### config.mk
export PLATFORM = sky130hd
export DESIGN_NAME = ysyx_22050612_ifu
export DESIGN_NICKNAME = d
export VERILOG_FILES = /design/src/rtl/ysyx_22050612_ifu.sv
export SDC_FILE = /design/constraint.sdc
export NUM_CORES = 1
export LEC_CHECK = 0
export ABC_AREA = 1
export CORE_AREA = 2 2 183 185
export DETAILED_ROUTE_END_ITERATION = 6
export DIE_AREA = 0 0 185 187
export PLACE_DENSITY = 0.8
export RECOVER_POWER = 25
export SYNTH_ARGS = -nofsm -noshare
export SYNTH_HDL_FRONTEND = slang
export SYNTH_SLANG_ARGS = --single-unit
### constraint.sdc
create_clock -name clk -period 11.55 [get_ports clk]
set_input_delay 2.31 -clock clk [delete_from_list [all_inputs] [get_ports clk]]
set_output_delay 2.31 -clock clk [all_outputs]
set_load 0.005 [all_outputs]
### src/rtl/ysyx_22050612_ifu.sv
// Instruction fetch unit: single-outstanding fetch over a valid/ready memory port,
// a small instruction FIFO toward decode, redirect flush and ebreak halt.
//
//   state  | meaning
//   IDLE   | no request outstanding; issue when a FIFO slot is guaranteed
//   REQ    | mem_req_valid asserted, address held until accepted
//   WAIT   | request accepted, waiting for its single response
module ysyx_22050612_ifu #(
   parameter logic [63:0] RESET_PC   = 64'h0000_0000_8000_0000,
   parameter int unsigned FIFO_DEPTH = 2
) (
   input  logic        clk,
   input  logic        rst,
   input  logic        redirect_valid,
   input  logic [63:0] redirect_pc,
   output logic        mem_req_valid,
   output logic [63:0] mem_req_addr,
   input  logic        mem_req_ready,
   input  logic        mem_rsp_valid,
   input  logic [31:0] mem_rsp_data,
   output logic        inst_valid,
   output logic [31:0] inst,
   output logic [63:0] inst_pc,
   input  logic        inst_ready,
   output logic        halted
);

   localparam int unsigned AW      = (FIFO_DEPTH > 1) ? $clog2(FIFO_DEPTH) : 1;
   localparam logic [AW:0] DEPTH_C = (AW+1)'(FIFO_DEPTH);
   localparam logic [31:0] EBREAK  = 32'h0010_0073;

   typedef enum logic [1:0] {S_IDLE, S_REQ, S_WAIT} state_e;

   state_e      state_q, state_d;
   logic [63:0] pc_q, pc_d;
   logic [63:0] addr_q, addr_d;
   logic        drop_q, drop_d;
   logic        halted_q, halted_d;
   logic [AW:0] wr_ptr_q, wr_ptr_d;
   logic [AW:0] rd_ptr_q, rd_ptr_d;
   logic [AW:0] count;
   logic        push, pop;

   logic [31:0] data_q  [FIFO_DEPTH];
   logic [63:0] pcbuf_q [FIFO_DEPTH];

   assign count         = wr_ptr_q - rd_ptr_q;
   assign inst_valid    = (count != '0);
   assign inst          = data_q[rd_ptr_q[AW-1:0]];
   assign inst_pc       = pcbuf_q[rd_ptr_q[AW-1:0]];
   assign mem_req_valid = (state_q == S_REQ);
   assign mem_req_addr  = addr_q;
   assign halted        = halted_q;

   always_comb begin
      state_d  = state_q;
      pc_d     = pc_q;
      addr_d   = addr_q;
      drop_d   = drop_q;
      halted_d = halted_q;
      push     = 1'b0;
      pop      = inst_valid && inst_ready && !redirect_valid;

      unique case (state_q)
         S_IDLE: begin
            // Only one request in flight, so a free slot now is a slot at response time.
            if (!halted_q && (count != DEPTH_C)) begin
               state_d = S_REQ;
               addr_d  = pc_q;
            end
         end
         S_REQ: begin
            if (mem_req_ready) state_d = S_WAIT;
         end
         S_WAIT: begin
            if (mem_rsp_valid) begin
               state_d = S_IDLE;
               if (drop_q) begin
                  drop_d = 1'b0;
               end else begin
                  push = 1'b1;
                  pc_d = pc_q + 64'd4;
                  if (mem_rsp_data == EBREAK) halted_d = 1'b1;
               end
            end
         end
         default: state_d = S_IDLE;
      endcase

      if (redirect_valid) begin
         push     = 1'b0;
         pc_d     = redirect_pc & ~64'd3;
         halted_d = 1'b0;
         unique case (state_q)
            S_IDLE:  begin
               state_d = S_IDLE;
               addr_d  = addr_q;
            end
            S_REQ:   drop_d = 1'b1;
            // A response landing with the redirect is the stale one itself.
            S_WAIT:  drop_d = !mem_rsp_valid;
            default: drop_d = 1'b0;
         endcase
      end

      wr_ptr_d = redirect_valid ? '0 : wr_ptr_q + (AW+1)'(push);
      rd_ptr_d = redirect_valid ? '0 : rd_ptr_q + (AW+1)'(pop);
   end

   always_ff @(posedge clk or posedge rst) begin
      if (rst) begin
         state_q  <= S_IDLE;
         pc_q     <= RESET_PC;
         addr_q   <= RESET_PC;
         drop_q   <= 1'b0;
         halted_q <= 1'b0;
         wr_ptr_q <= '0;
         rd_ptr_q <= '0;
         for (int i = 0; i < FIFO_DEPTH; i++) begin
            data_q[i]  <= '0;
            pcbuf_q[i] <= '0;
         end
      end else begin
         state_q  <= state_d;
         pc_q     <= pc_d;
         addr_q   <= addr_d;
         drop_q   <= drop_d;
         halted_q <= halted_d;
         wr_ptr_q <= wr_ptr_d;
         rd_ptr_q <= rd_ptr_d;
         if (push) begin
            data_q[wr_ptr_q[AW-1:0]]  <= mem_rsp_data;
            pcbuf_q[wr_ptr_q[AW-1:0]] <= pc_q;
         end
      end
   end

endmodule

==> results.md <==
Outcome:
- The flow ran to the end, but the final reports show violations.
- The final reports fail on max-capacitance violations, max-slew violations.

Clocking:
- The hold buffer count at CTS is 0.
- Buffers added to address setup during post-CTS repair amount to 0.
- The later pin in the worst-skew pair is clocked with a latency of roughly 0.52 ns.
- The number of buffers created by CTS is 35.
- The CTS H-tree depth is 2.
- The maximum clock path buffer count is 3.
- The number of cells upsized or downsized after cts is 0.
- The CTS root buffer is sky130_fd_sc_hd__clkbuf_16.
- The TritonCTS clock tree is built.
- The number of clock sinks is 320.
- After clock tree synthesis, the clock-pin slew on the worst setup and hold paths is around 0.06 ns.

Power:
- In this run the power spent charging and discharging nets is 1303 uW.
- The switching share of power is 0.3169.
- Power spread over the standard cell area amounts to approximately 210 nW/um^2.
- The total internal power is about 2800 uW.
- The clock share of power is 0.270.
- VDD sags by at most ~0.00013 V.
- Of the total power, combinational logic draws 0.326.
- The share of total power dissipated in sequential elements is 0.404.
- For this design the static power due to leakage is about 0.0088 uW.

Drt:
- Using the TritonRoute via totals, the vias-per-cell ratio works out to approximately 5.3.
- The detail route stage leaves a number of antenna-violating nets equal to 0.
- The final routed wire length divided by cell count is roughly 17 um.
- The via count is around 14000.
- The sum of routed wire length over all layers is between 40 and 50 mm.
- The number of design rule violations left after detail routing is 0.
- The iteration-0 DRC count of the detailed router is 1057.
- The pre-antenna-repair detailed-routing pass consisted of 6 iterations.

Timing:
- Setup violations remaining at the end of the flow were counted as 0.
- The slew of the pin with the lowest slew margin is 5.846 ns.
- Setup repair after global routing left no endpoint under its margin.
- In this run the tightest slew margin relative to its limit is -2.919.
- In the finished design, the share of the clock period the worst path needs comes to 0.5779.
- The number of max-slew violations in the final report came to 247.
- The post-layout worst setup margin is about 4.9 ns.
- The clock arrives with about 0.014 ns of skew.
- Static timing analysis puts the maximum clock frequency at ~150 MHz.
- After layout, the minimum clock period comes to ~6.7 ns.
- Hold timing on the final database bottoms out at a slack of approximately 0.48 ns.
- The number of hold violations in the final report was 0.
- The summed negative setup slack over all endpoints is 0 ns.

GRT:
- The number of global-route vias before repair came to roughly 14000.
- The initial antenna violation count is 2.
- For this run, the total global-route usage over all layers was measured as 0.2662.
- The maximum number of pins on one net before global-route repair is 190.
- For this run the aggregate overflow at the end of global routing stands at 0.
- The first global-routing pass estimated roughly 73 mm of wire.

Cells and area:
- After filler insertion, the fill cell instance count of the layout stands at about 2900.
- In the final layout, the share of cells above drive strength 1 is 0.06352.
- Relative to the synthesized area, the layout overhead comes to 25.32%.
- After the last flow step, the layout net total stands at about 2300.

Critical path:
- The most critical setup path has its startpoint at rst.
- The capture point of the worst reg-to-reg path is mem_req_addr[34].
- The family of cells with the greatest summed delay on the critical path is buffers and inverters.
- The class of the most critical setup path is in2async.
- Of all nets on the critical path, the largest fanout is between 100 and 150.
- The number of buffers and inverters on the critical path is 2.
- The highest cell delay on the worst timing path is approximately 3.2 ns.
- The category of the worst setup path launch point is an input pin.
- The highest-delay cell along the critical path is sky130_fd_sc_hd__clkinvlp_2.
- The worst register-to-register path has a depth of 7.
- Setup slack on the worst reg-to-reg path comes out at 7.37 ns.
- STA classifies the critical path endpoint as an async pin.
- The worst reg2reg path startpoint is rd_ptr_q[0].
- The critical path data arrival time is between 6 and 7 ns.
- For the worst setup path, the data required time is about 11 ns.
- Walking the worst path, the cells encountered are dlygate4sd3_1 > clkinvlp_2.

Logic synthesis:
- Yosys mapped the design onto 42 distinct sky130hd cell types.
- For this run, the number of Yosys warnings is 0.
- sky130_fd_sc_hd__dfrtp_1 takes more of the synthesized area than any other cell.
- A synthesized cell averages 7.878 sq um.
- After synthesis, the share of flip-flops with an asynchronous set or reset is 1.000.
- The number of flip-flops and latches in the synthesized netlist is 320.
- The proportion of netlist area held by the largest area contributor is 0.5120.
- The summed instance area of the synthesized netlist is roughly 16000 sq um.
- Synthesis produced 1973 cells.
- The synthesized design contains 0 enable-type register cells.
- By area the synthesized netlist is led by sky130_fd_sc_hd__dfrtp_1 51%, sky130_fd_sc_hd__nand2_1 13%, sky130_fd_sc_hd__o21ai_0 6.9%.
- The most used flip-flop cell after synthesis is sky130_fd_sc_hd__dfrtp_1.
- The sequential element share of the synthesized area is 0.5154.

Floorplan:
- The placeable core region is approximately 33000 sq um.
- The die covers 34600 sq um.
- The die outline height is about 190 um.
- The number of top-level pins is ~270.
- The starting density of the core is 0.4730.
- The placement row count is 67.
- The die span in x is about 190 um.

Place:
- Before CTS, the worst setup slack after placement is approximately 5.8 ns.
- The HPWL after detailed placement is ~32 mm.
- At the end of routability-driven placement, the weighted congestion stood at 0.9541.
- Buffers placed on the I/O ports in this run total between 200 and 300.

Worst hold path:
- The hold path startpoint is mem_req_addr[7].
- The worst hold path was traced through 2 stages.
- The endpoint of the worst hold path is mem_req_addr[7].
- The kind of path behind the tightest hold check is reg2reg.

Run:
- The total of max-cap violations is 3.
## sequential cells by signal (all words and copies together), names as in the netlist
register,flops
drop_q,1
rd_ptr_q,2
mem_req_addr,62
state_q,2
data_q,64
wr_ptr_q,2
halted,1
pc_q,62
pcbuf_q,124
## kinds of logic after synthesis
group | after synthesis | synth area share
and+or+nand+nor | 909 | 0.2401
AOI/OAI and AO/OA | 386 | 0.1291
DFF | 320 | 0.5154
buffers and inverters | 302 | 0.07897
muxes | 26 | 0.01884
xor gates and xnor gates | 25 | 0.01409
adders and majority gates | 4 | 0.003220
other | 1 | 0.0002413
## power groups by stage
stage | combinational, uW | clock, uW | sequential [uW]
after global placement | 1330 | 0 | 1670
after CTS | 1380 | 1120 | 1660
after global routing | 1490 | 1170 | 1700
final | 1340 | 1110 | 1660
after floorplan | 604 | 0 | 1640
after detailed placement | 1370 | 0 | 1680
## cell usage after synthesis (8+ instances only)
| cell | n |
|---|---|
| sky130_fd_sc_hd__o211ai_1 | 13 |
| sky130_fd_sc_hd__nand4_1 | 17 |
| sky130_fd_sc_hd__nand3_1 | 67 |
| sky130_fd_sc_hd__nor2_1 | 230 |
| sky130_fd_sc_hd__nor2_2 | 19 |
| sky130_fd_sc_hd__buf_2 | 21 |
| sky130_fd_sc_hd__buf_1 | 15 |
| sky130_fd_sc_hd__xor2_1 | 21 |
| sky130_fd_sc_hd__o21ai_0 | 215 |
| sky130_fd_sc_hd__nand2_1 | 546 |
| sky130_fd_sc_hd__inv_2 | 8 |
| sky130_fd_sc_hd__mux2_2 | 26 |
| sky130_fd_sc_hd__o21ai_1 | 62 |
| sky130_fd_sc_hd__a21oi_1 | 81 |
| sky130_fd_sc_hd__dfrtp_1 | 318 |
| sky130_fd_sc_hd__clkbuf_1 | 51 |
| sky130_fd_sc_hd__inv_1 | 195 |
## how the worst max path moves through the flow
stage	to	slack, ns	cells past startpoint
2_1_floorplan	data_q[0]	0.39	1
3_3_place_gp	wr_ptr_q[1]	5.86	10
3_5_place_dp	wr_ptr_q[1]	5.81	10
4_1_cts	inst_pc[26]	5.98	3
5_1_grt	pcbuf_q[76]	3.80	2
6_report	pcbuf_q[70]	4.88	2
## cell usage in the layout (no fill, tap or decap), drive strengths merged, types with 3 or more instances in the layout
cell           count
clkdlybuf4s50    204
mux2              26
nor4               7
o21ai            280
nor2             256
buf                8
dlygate4sd3       53
xnor2              4
nand2            554
inv              202
o211ai            13
nand4             18
nor3               3
xor2              21
ha                 4
clkbuf            58
a21oi             82
conb               4
o21bai             3
dfrtp            318
nand3             70
## stage by stage
step | instance area [sq um] | total power (uW) | utilization | cells
2_1_floorplan | 15550 | 2243 | - | 1976
3_3_place_gp | 18360 | 2997 | 0.5588 | 2593
3_5_place_dp | 18360 | 3046 | 0.5588 | 2593
4_1_cts | 19490 | 4168 | 0.5932 | 2652
5_1_grt | 19470 | 4356 | 0.5926 | 2653
6_report | 19480 | 4112 | 0.5927 | 2654
## layout make-up
cell class	instances	area [sq um]	area share
clock inverter	4	47.55	0.002441
antenna	2	5.005	0.0002570
tap	448	560.5	0.02878
multi-input combinational	1354	6350	0.3260
clock buffer	55	1084	0.05563
timing repair buffer	268	2654	0.1363
sequential	320	8014	0.4114
inverter	203	763.2	0.03919
## layer usage
metal	GRT usage	up-vias	routed length, um
met5	0	-	0
met4	0.09035	0	1451
met3	0.04673	85	3033
met2	0.4274	462	21330
met1	0.3655	6706	20100
li1	-	6691	-
(Power assumes the default switching activity.)
